File: src/rtl/load_store_unit.sv
// Single-outstanding load/store stage between the register file and a
// variable-latency data memory, with a bounded ack wait and sticky timeout flag.
module load_store_unit #(
  parameter int DW      = 16,
  parameter int AW      = 16,
  parameter int TIMEOUT = 15
) (
  input  logic          Clk,
  input  logic          Reset,
  input  logic          Start,
  input  logic          IsStore,
  input  logic [AW-1:0] Addr,
  input  logic [DW-1:0] StoreData,
  output logic          Busy,
  output logic          Done,
  output logic          Error,
  output logic [DW-1:0] LoadData,
  output logic          LoadWriteEn,
  output logic          MemReq,
  output logic          MemWe,
  output logic [AW-1:0] MemAddr,
  output logic [DW-1:0] MemWData,
  input  logic          MemAck,
  input  logic [DW-1:0] MemRData
);

  localparam int CW = (TIMEOUT < 1) ? 1 : $clog2(TIMEOUT + 1);
  localparam logic [CW-1:0] TO_LIMIT = CW'(TIMEOUT);
  localparam logic [CW-1:0] CNT_MAX  = '1;

  typedef enum logic [1:0] {IDLE, REQ, RESP} state_t;

  state_t        state, next_state;
  logic          is_store_q;
  logic          ok_q;
  logic [CW-1:0] wait_cnt;
  logic [CW-1:0] cnt_inc;
  logic          timeout_hit;

  // Saturating wait counter; the timeout fires on the edge it would reach TIMEOUT.
  always_comb begin
    cnt_inc     = (wait_cnt == CNT_MAX) ? wait_cnt : wait_cnt + CW'(1);
    timeout_hit = (TIMEOUT != 0) && (cnt_inc == TO_LIMIT);
  end

  always_ff @(posedge Clk or negedge Reset) begin
    if (!Reset) state <= IDLE;
    else        state <= next_state;
  end

  // Ack takes priority over a coincident timeout.
  always_comb begin
    next_state  = state;
    Busy        = (state != IDLE);
    MemReq      = 1'b0;
    MemWe       = 1'b0;
    Done        = 1'b0;
    LoadWriteEn = 1'b0;
    case (state)
      IDLE: begin
        if (Start) next_state = REQ;
      end
      REQ: begin
        MemReq = 1'b1;
        MemWe  = is_store_q;
        if (MemAck || timeout_hit) next_state = RESP;
      end
      RESP: begin
        Done        = 1'b1;
        LoadWriteEn = ok_q && !is_store_q;
        next_state  = IDLE;
      end
      default: next_state = IDLE;
    endcase
  end

  always_ff @(posedge Clk or negedge Reset) begin
    if (!Reset) begin
      is_store_q <= 1'b0;
      ok_q       <= 1'b0;
      wait_cnt   <= '0;
      Error      <= 1'b0;
      MemAddr    <= '0;
      MemWData   <= '0;
      LoadData   <= '0;
    end else begin
      case (state)
        IDLE: begin
          if (Start) begin
            is_store_q <= IsStore;
            MemAddr    <= Addr;
            MemWData   <= StoreData;
            Error      <= 1'b0;
            wait_cnt   <= '0;
            ok_q       <= 1'b0;
          end
        end
        REQ: begin
          if (MemAck) begin
            ok_q <= 1'b1;
            if (!is_store_q) LoadData <= MemRData;
          end else begin
            wait_cnt <= cnt_inc;
            if (timeout_hit) begin
              Error <= 1'b1;
              ok_q  <= 1'b0;
            end
          end
        end
        default: ;
      endcase
    end
  end

endmodule

File: config.mk
export PLATFORM = sky130hd
export DESIGN_NAME = load_store_unit
export DESIGN_NICKNAME = d
export VERILOG_FILES = /design/src/rtl/load_store_unit.sv
export SDC_FILE = /design/constraint.sdc
export NUM_CORES = 1
export LEC_CHECK = 0
export ABC_AREA = 0
export CORE_UTILIZATION = 41
export DETAILED_ROUTE_END_ITERATION = 10
export PLACE_DENSITY = 0.82
export SYNTH_ARGS = -nofsm -noshare
export SYNTH_HDL_FRONTEND = slang
export SYNTH_SLANG_ARGS = --single-unit
File: constraint.sdc
create_clock -name Clk -period 2.2 [get_ports Clk]
set_clock_uncertainty 0.15 [all_clocks]
set_input_delay 0.44 -clock Clk [delete_from_list [all_inputs] [get_ports Clk]]
set_output_delay 0.44 -clock Clk [all_outputs]
set_load 0.02 [all_outputs]
==> results.py <==
metrics = {
    "place": {
        "port_buffers": 106,
        "routabilityCongestion": 0.760,
        "placed_area_sq_um": 3530,
        "hpwl_mm": 4.06,
    },
    "sta": {
        "finalSetupViolCount": 0,
        "fmax_mhz": 473,
        "rsz0062_at_grt": "no",
        "finalHoldViolCount": 0,
        "tightest_slew_ns": 0.470,
        "fin_crit_ns": 2.11,
        "period_share_pct": 96.1,
        "slew_violations": 0,
        "slew_headroom_pct": 68.7,
        "tns_ns": 0,
        "holdWs_ns": 0.321,
    },
    "routing": {
        "vias_per_cell": 4.77,
        "drtPass1Iterations": 4,
        "drc": 0,
        "route.vias.total": 1961,
        "wl_per_cell_microns": 13.7,
        "first_iter_violations": 81,
        "ant_nets": 0,
        "routed_wl_mm": 5.64,
    },
    "finish": {
        "fin_nets": 391,
        "final_cell_area_sq_um": 3690,
        "final_core_util_pct": 66.3,
        "n_antenna_cell": 0,
        "syn2layout_area_growth_pct": 54.5,
        "drive_gt1_share_pct": 13.0,
    },
    "yosys": {
        "synthCells": 220,
        "synth.distinct_cells": 32,
        "seq_area_frac_synth_pct": 59.7,
        "syn_avg_cell_area_sq_um": 10.9,
        "synth_fp_nets": 274,
        "postSynthRegisterBits": 57,
        "netlist_area_sq_um": 2390,
        "synth-async-reset-ratio_pct": 100,
        "synth_edf_count": 0,
        "ys.flop_type": "dfrtp_1",
        "yosysWarningCount": 0,
    },
    "hold_path": {
        "hold_path.class": "reg -> reg",
    },
    "worst_setup_path": {
        "critical_path_class": "reg -> out",
        "endpoint_kind": "output port",
        "cp_data_required_time_ns": 1.61,
        "cp-start-kind": "register",
        "worstPathMaxFanout": 6,
        "cp.arrival_ns": 1.52,
    },
    "floorplanning": {
        "io_pins": 107,
        "floorplan.rows": 27,
        "die_x_microns": 78.4,
        "start_util_pct": 42.9,
        "die_area_sq_um": 6140,
        "core_area_sq_um": 5570,
        "fp.dieH_microns": 78.4,
    },
    "cts": {
        "clock_latency_ns": 0.31,
        "htreeDepth": 3,
        "cts_buffers": 9,
        "clk_pin_slew_worst_paths_ns": 0.06,
        "clk_path_buf_depth": 2,
        "cts-root-buf": "clkbuf_8",
        "cts_tree": "built",
        "cts_sinks": 57,
    },
    "global_routing": {
        "grt_overflow": 0,
        "antenna_found_initial": 0,
        "track_usage_pct": 19.8,
        "grt_pass1_vias": 1969,
        "grt_max_degree": 22,
        "grt_pass1_wl_mm": 9.29,
    },
    "power_and_ir_drop": {
        "p_per_area_nw_per_um2": 1300,
        "p_leak_uw": 0.00178,
        "ir_drop_uv": 591,
    },
    "run": {
        "cap_violations": 0,
    },
    "run_status": {
        "status": "finished clean",
    },
}
[through the flow]
| stage | total power, uW | setup slack (ns) | std cells |
|---|---|---|---|
| finish | 4820 | 0.0853 | 411 |
| global route | 5110 | 0.0261 | 411 |
| CTS | 4870 | 0.0271 | 411 |
| detailed placement | 4070 | 0.0760 | 397 |
| global placement | 4000 | 0.0874 | 397 |
| floorplan | 2950 | 0.419 | 220 |
[cells in the mapped netlist, types with 4 or more instances]
cell	instances	area (sq um)
mux2_2	6	67.6
dfrtp_1	57	1430
buf_2	4	20.0
mux2_4	10	150
buf_6	4	45.0
nand2_1	102	383
[cells by family (layout without fill, tap and decap cells)]
kind of cell,count (synthesis),after routing,synth area share [%]
buffers and inverters,10,129,3.87
AOI/OAI and AO/OA,10,10,2.93
and+or+nand+nor,125,125,23.5
adders and majority gates,1,1,0.523
muxes,17,17,9.52
DFF,57,57,59.7
[report_power, final]
| group | switching [uW] | leakage [uW] | internal, uW |
|---|---|---|---|
| registers | 267 | 0.000700 | 1490 |
| clock network | 352 | 0.0000782 | 419 |
| logic | 1100 | 0.00101 | 1190 |
| total | 1720 | 0.00178 | 3100 |
[worst max-delay path: stages, from the launching register on]
cell and delay (ns):
dfrtp_2 0.45, nor2b_4 0.15, clkdlybuf4s50_1 0.61
[cells in the final DEF, fill, tap and decap left out, drive strengths merged, types with 3 or more instances in the layout]
master / Yosys / layout
buf: 10 / 10
clkbuf: 0 / 12
clkdlybuf4s50: 0 / 101
dfrtp: 57 / 57
mux2: 16 / 16
nand2: 102 / 102
nor2b: 3 / 3
[layer usage]
layer | vias to the layer above | part of all wire, % | global-route usage [%]
li1 | 945 | - | -
met1 | 925 | 45 | 25.0
met2 | 85 | 47 | 32.6
met3 | 6 | 7.0 | 5.70
met4 | 0 | 1.3 | 6.85
met5 | - | 0 | 0
[repair_timing]
action	CTS	global route
gates resized for setup	3	2
setup endpoints to repair	2	2
setup buffers	0	0
endpoints found under the hold margin	18	0
hold buffers	1	0
pin swaps	0	0
[sequential cells by signal (all words and copies together), names as in the netlist]
name        cells
Error           1
LoadData       16
MemAddr        16
MemWData       16
is_store_q      1
ok_q            1
state           2
wait_cnt        4
[final cells by class]
cell class	instances	area, sq um
Fill cell	443	1880
Sequential cell	57	1430
Timing Repair Buffer	116	1150
Multi-Input combinational cell	153	878
Clock buffer	12	145
Tap cell	72	90.1
Clock inverter	1	5.00
[path summary, 6_finish.rpt]
path	start	to	slack [ns]	depth (start not counted)
max in group asynchronous	Reset	MemWData[15]$_DFFE_PN0P_	0.79	3
hold / removal	MemWData[13]$_DFFE_PN0P_	MemWData[13]$_DFFE_PN0P_	0.32	2
min in group asynchronous	Reset	MemAddr[9]$_DFFE_PN0P_	0.46	2
setup reg to reg	wait_cnt[0]$_DFFE_PN0P_	Error$_DFFE_PN0P_	0.40	4
hold reg to reg	MemWData[13]$_DFFE_PN0P_	MemWData[13]$_DFFE_PN0P_	0.32	2
setup / recovery	state[1]$_DFFE_PN0P_	MemReq	0.09	2
(Power assumes the default switching activity.)
==> RTL edit 1 (same flow settings) <==
Make the reset (`Reset`) synchronous in 2 clocked blocks.
--- a/src/rtl/load_store_unit.sv
+++ b/src/rtl/load_store_unit.sv
@@ -44,5 +44,5 @@
   end
 
-  always_ff @(posedge Clk or negedge Reset) begin
+  always_ff @(posedge Clk) begin
     if (!Reset) state <= IDLE;
     else        state <= next_state;
@@ -75,5 +75,5 @@
   end
 
-  always_ff @(posedge Clk or negedge Reset) begin
+  always_ff @(posedge Clk) begin
     if (!Reset) begin
       is_store_q <= 1'b0;
Check against the original RTL: differs if Reset is asserted again (counterexample within 4 cycles, from zero or initial values and one cycle with Reset low); with Reset held inactive, the same outputs for 10 cycles.
==> RTL edit 1 against the unedited design <==
Global-route usage increased by 1.2 points. Sequential cell count did not move. Design area fell by 4.2%. Via count rose by 11%. Routed wire length is 1.3% higher. Worst setup slack gained 0.097 ns. Synthesized area decreased by 9.5%.
Power is not compared: it rests on default switching activity, and its combinational part moved more than twofold at a synthesized area within 25%.
==> RTL edit 1: results <==
metrics = {
    "outcome": {
        "status": "completed",
    },
    "worst_setup_path": {
        "cp_slowest_cell": "dfxtp_1",
        "r2r_end": "wait_cnt[0]",
        "critPathArrivalTime_ns": 1.43,
        "rrSetupSlack_ns": 0.51,
        "regToRegStartpoint": "state[1]",
    },
    "grt": {
        "grt.total_usage": 0.210,
        "grtUsageMet2": 0.370,
        "grt_pass1_vias": 1975,
        "grt_use_met1": 0.230,
    },
    "route": {
        "wl_met2_um": 2910,
        "viasPerCell": 4.83,
        "drt-met1-wl_um": 2400,
        "met3_length_um": 344,
        "drt_iter0_drc": 92,
    },
    "finish": {
        "drive_gt1_frac": 0.0789,
        "fill_cells": 436,
    },
    "yosys": {
        "yosys-mux-area-fraction": 0,
        "synth_ff_type": "dfxtp_1",
        "synthArstFlopShare": 0,
        "synth_fp_nets": 321,
        "synthTopCellsByCount": "nand2_1, dfxtp_1, a21oi_1",
        "synth_compound_gate_area_share": 0.165,
    },
    "timing": {
        "tightest_slew_ns": 0.463,
        "whs_ns": 0.301,
    },
    "worst_hold_path": {
        "min_to": "MemAddr[12]",
        "hold_start": "MemAddr[12]",
    },
    "place": {
        "postPlaceCellArea_um2": 3330,
    },
    "clock_tree": {
        "clk-insertion-delay-late_ns": 0.33,
    },
}
-- RTL edit 1: changes by cell type in the layout (fill, tap and decap cells not counted), sizes merged, moves of 2 or more --
| cell | change |
|---|---|
| dfrtp | -57 |
| a221oi | +2 |
| dfxtp | +57 |
| a21oi | +51 |
| inv | +2 |
| mux2 | -16 |
| and4b | -2 |
| nor2 | -2 |
| clkbuf | +2 |
-- RTL edit 1: how the worst max path moves through the flow --
| stage | from | to | slack (ns) | cells after the start |
|---|---|---|---|---|
| global route | state[1] | LoadWriteEn | 0.10 | 3 |
| floorplan | state[0] | MemWe | 0.34 | 3 |
| CTS | state[0] | MemReq | 0.03 | 2 |
| detailed placement | Start | wait_cnt[0] | 0.09 | 5 |
| global placement | Start | wait_cnt[1] | 0.11 | 5 |
| finish | state[0] | Busy | 0.18 | 3 |
-- RTL edit 1: cells by family (layout without fill, tap and decap cells) --
family / after synthesis / after routing
AOI/OAI and AO/OA: 64 / 64
adders and majority gates: 1 / 1
buffers and inverters: 21 / 134
DFF: 57 / 57
and+or+nand+nor: 124 / 124
-- RTL edit 1: final cells by class --
cell class,count,area (µm²),share of cell area
Inverter,2,7.51,0.00212
Clock inverter,2,35.0,0.00990
Timing Repair Buffer,116,1160,0.328
Sequential cell,57,1140,0.322
Multi-Input combinational cell,189,932,0.263
Tap cell,70,87.6,0.0248
Clock buffer,14,173,0.0488
-- RTL edit 1: power by group --
part | switching (µW) | leakage [µW] | internal, µW
clock | 390 | 0.000107 | 615
combinational | 205 | 0.000777 | 228
sequential | 28.7 | 0.000466 | 1090
-- RTL edit 1: stage by stage --
step	instances	worst slack, ns
5_1_grt	450	0.103
2_1_floorplan	267	0.344
3_3_place_gp	434	0.110
3_5_place_dp	434	0.0863
4_1_cts	450	0.0280
6_report	450	0.182
==> RTL edit 2 (same settings) <==
Without the edit above. `DW`: 16 -> 18.
--- a/src/rtl/load_store_unit.sv
+++ b/src/rtl/load_store_unit.sv
@@ -2,5 +2,5 @@
 // variable-latency data memory, with a bounded ack wait and sticky timeout flag.
 module load_store_unit #(
-  parameter int DW      = 16,
+  parameter int DW      = 18,
   parameter int AW      = 16,
   parameter int TIMEOUT = 15
Interface: changed (resized LoadData, MemRData, MemWData and StoreData); port bits go from 107 to 115. The function was not compared with the original's and may differ.
==> RTL edit 2 against the unedited design <==
Routed wire length increased by 8.5%. Critical path depth up 1. Design area up 9.6%. Synthesized area rose by 5.1%. Cell count rose by 6.3%. Worst setup slack better by 0.069 ns. Synthesized cell count up 5.5%. Power rose by 16%. Sequential cell count is 4 higher. Count of clock-buffer cells in the layout rose by 1. Largest power group unchanged.
==> RTL edit 2: results <==
metrics = {
    "route": {
        "met3_length_um": 588,
        "totalWireLength_um": 6120,
        "drt_iter0_drc": 96,
        "drt-met1-wl_um": 2630,
        "wl_met2_um": 2830,
    },
    "power_and_ir_drop": {
        "irDropWorstVdd_v": 0.000786,
        "p_clk_frac": 0.224,
        "leakagePower_uw": 0.00196,
        "p_clk_uw": 1250,
        "p_seq_frac": 0.336,
        "p_switching_uw": 1880,
    },
    "finish": {
        "reg.largest.list": "LoadData x18, MemWData x18, MemAddr x16",
        "fill_cells": 468,
        "drive_gt1_frac": 0.135,
        "finalNetCount": 415,
        "n_clock_buffer": 13,
        "area_growth_pct": 61.1,
        "sh_seq_area": 0.377,
        "antenna_cells": 0,
        "clk_share": 0.0639,
        "buffers": 124,
        "layout.cells.non_filler": 437,
        "multi_input_area_share": 0.227,
        "comb.multi_input.count": 161,
        "nonClkBufAreaFrac": 0.309,
    },
    "yosys": {
        "yosys-top-cells-area": "dfrtp_1, nand2_1, mux2_4",
        "syn_inst": 232,
        "yosys-mux-area-fraction": 0.0996,
        "synth_compound_gate_area_share": 0.0279,
        "synthAdderAreaFrac": 0.00498,
        "synthTopCellsByCount": "nand2_1, dfrtp_1, mux2_4",
        "synth_cell_types": 33,
        "seq_area_frac_synth": 0.607,
        "synth_fp_nets": 290,
    },
    "grt": {
        "grt_pass1_wl_um": 9480,
        "grt.total_usage": 0.199,
        "grt_pass1_vias": 1999,
        "grt_max_degree": 62,
        "grtUsageMet2": 0.329,
        "grt_use_met1": 0.231,
        "use_met3": 0.0682,
    },
    "clock_tree": {
        "clk-insertion-delay-late_ns": 0.32,
        "cts_sinks": 61,
        "cts_inserted_buffers": 9,
    },
    "worst_setup_path": {
        "critPathArrivalTime_ns": 1.46,
        "crit_fanout": 4,
    },
    "timing": {
        "maxSlewHeadroom": 0.781,
    },
    "worst_hold_path": {
        "hp-class": "reg -> reg",
    },
    "place": {
        "postPlaceCellArea_um2": 3780,
        "hpwl_um": 4400,
        "post-place-ws_ns": 0.0688,
    },
    "outcome": {
        "status": "completed",
    },
    "floorplanning": {
        "num_rows": 28,
    },
}
-- RTL edit 2: cell types whose count changed after synthesis, sizes merged --
cell	change
clkbuf	+3
nand2	+6
buf	-3
dfrtp	+4
mux2	+2
nor2b	-1
and2b	+1
-- RTL edit 2: path summary, 6_finish.rpt --
kind                              from  slack, ns           end
max in group asynchronous        Reset       1.13  MemWData[13]
min in group asynchronous        Reset       0.51   LoadData[0]
setup reg to reg           wait_cnt[0]       0.41         Error
setup / recovery              state[0]       0.15   LoadWriteEn
hold reg to reg            MemWData[9]       0.32   MemWData[9]
hold / removal             MemWData[9]       0.32   MemWData[9]
-- RTL edit 2: repair_timing --
item | in CTS | in global routing
hold endpoints to repair | 61 | 0
gates resized for setup | 3 | 2
setup endpoints to repair | 3 | 2
hold buffers | 1 | 0
-- RTL edit 2: worst max-delay path: stages, from the launching register on --
cell and delay (ns):
dfrtp_1 0.41, and2b_1 0.22, and3b_1 0.16, dlygate4sd2_1 0.35
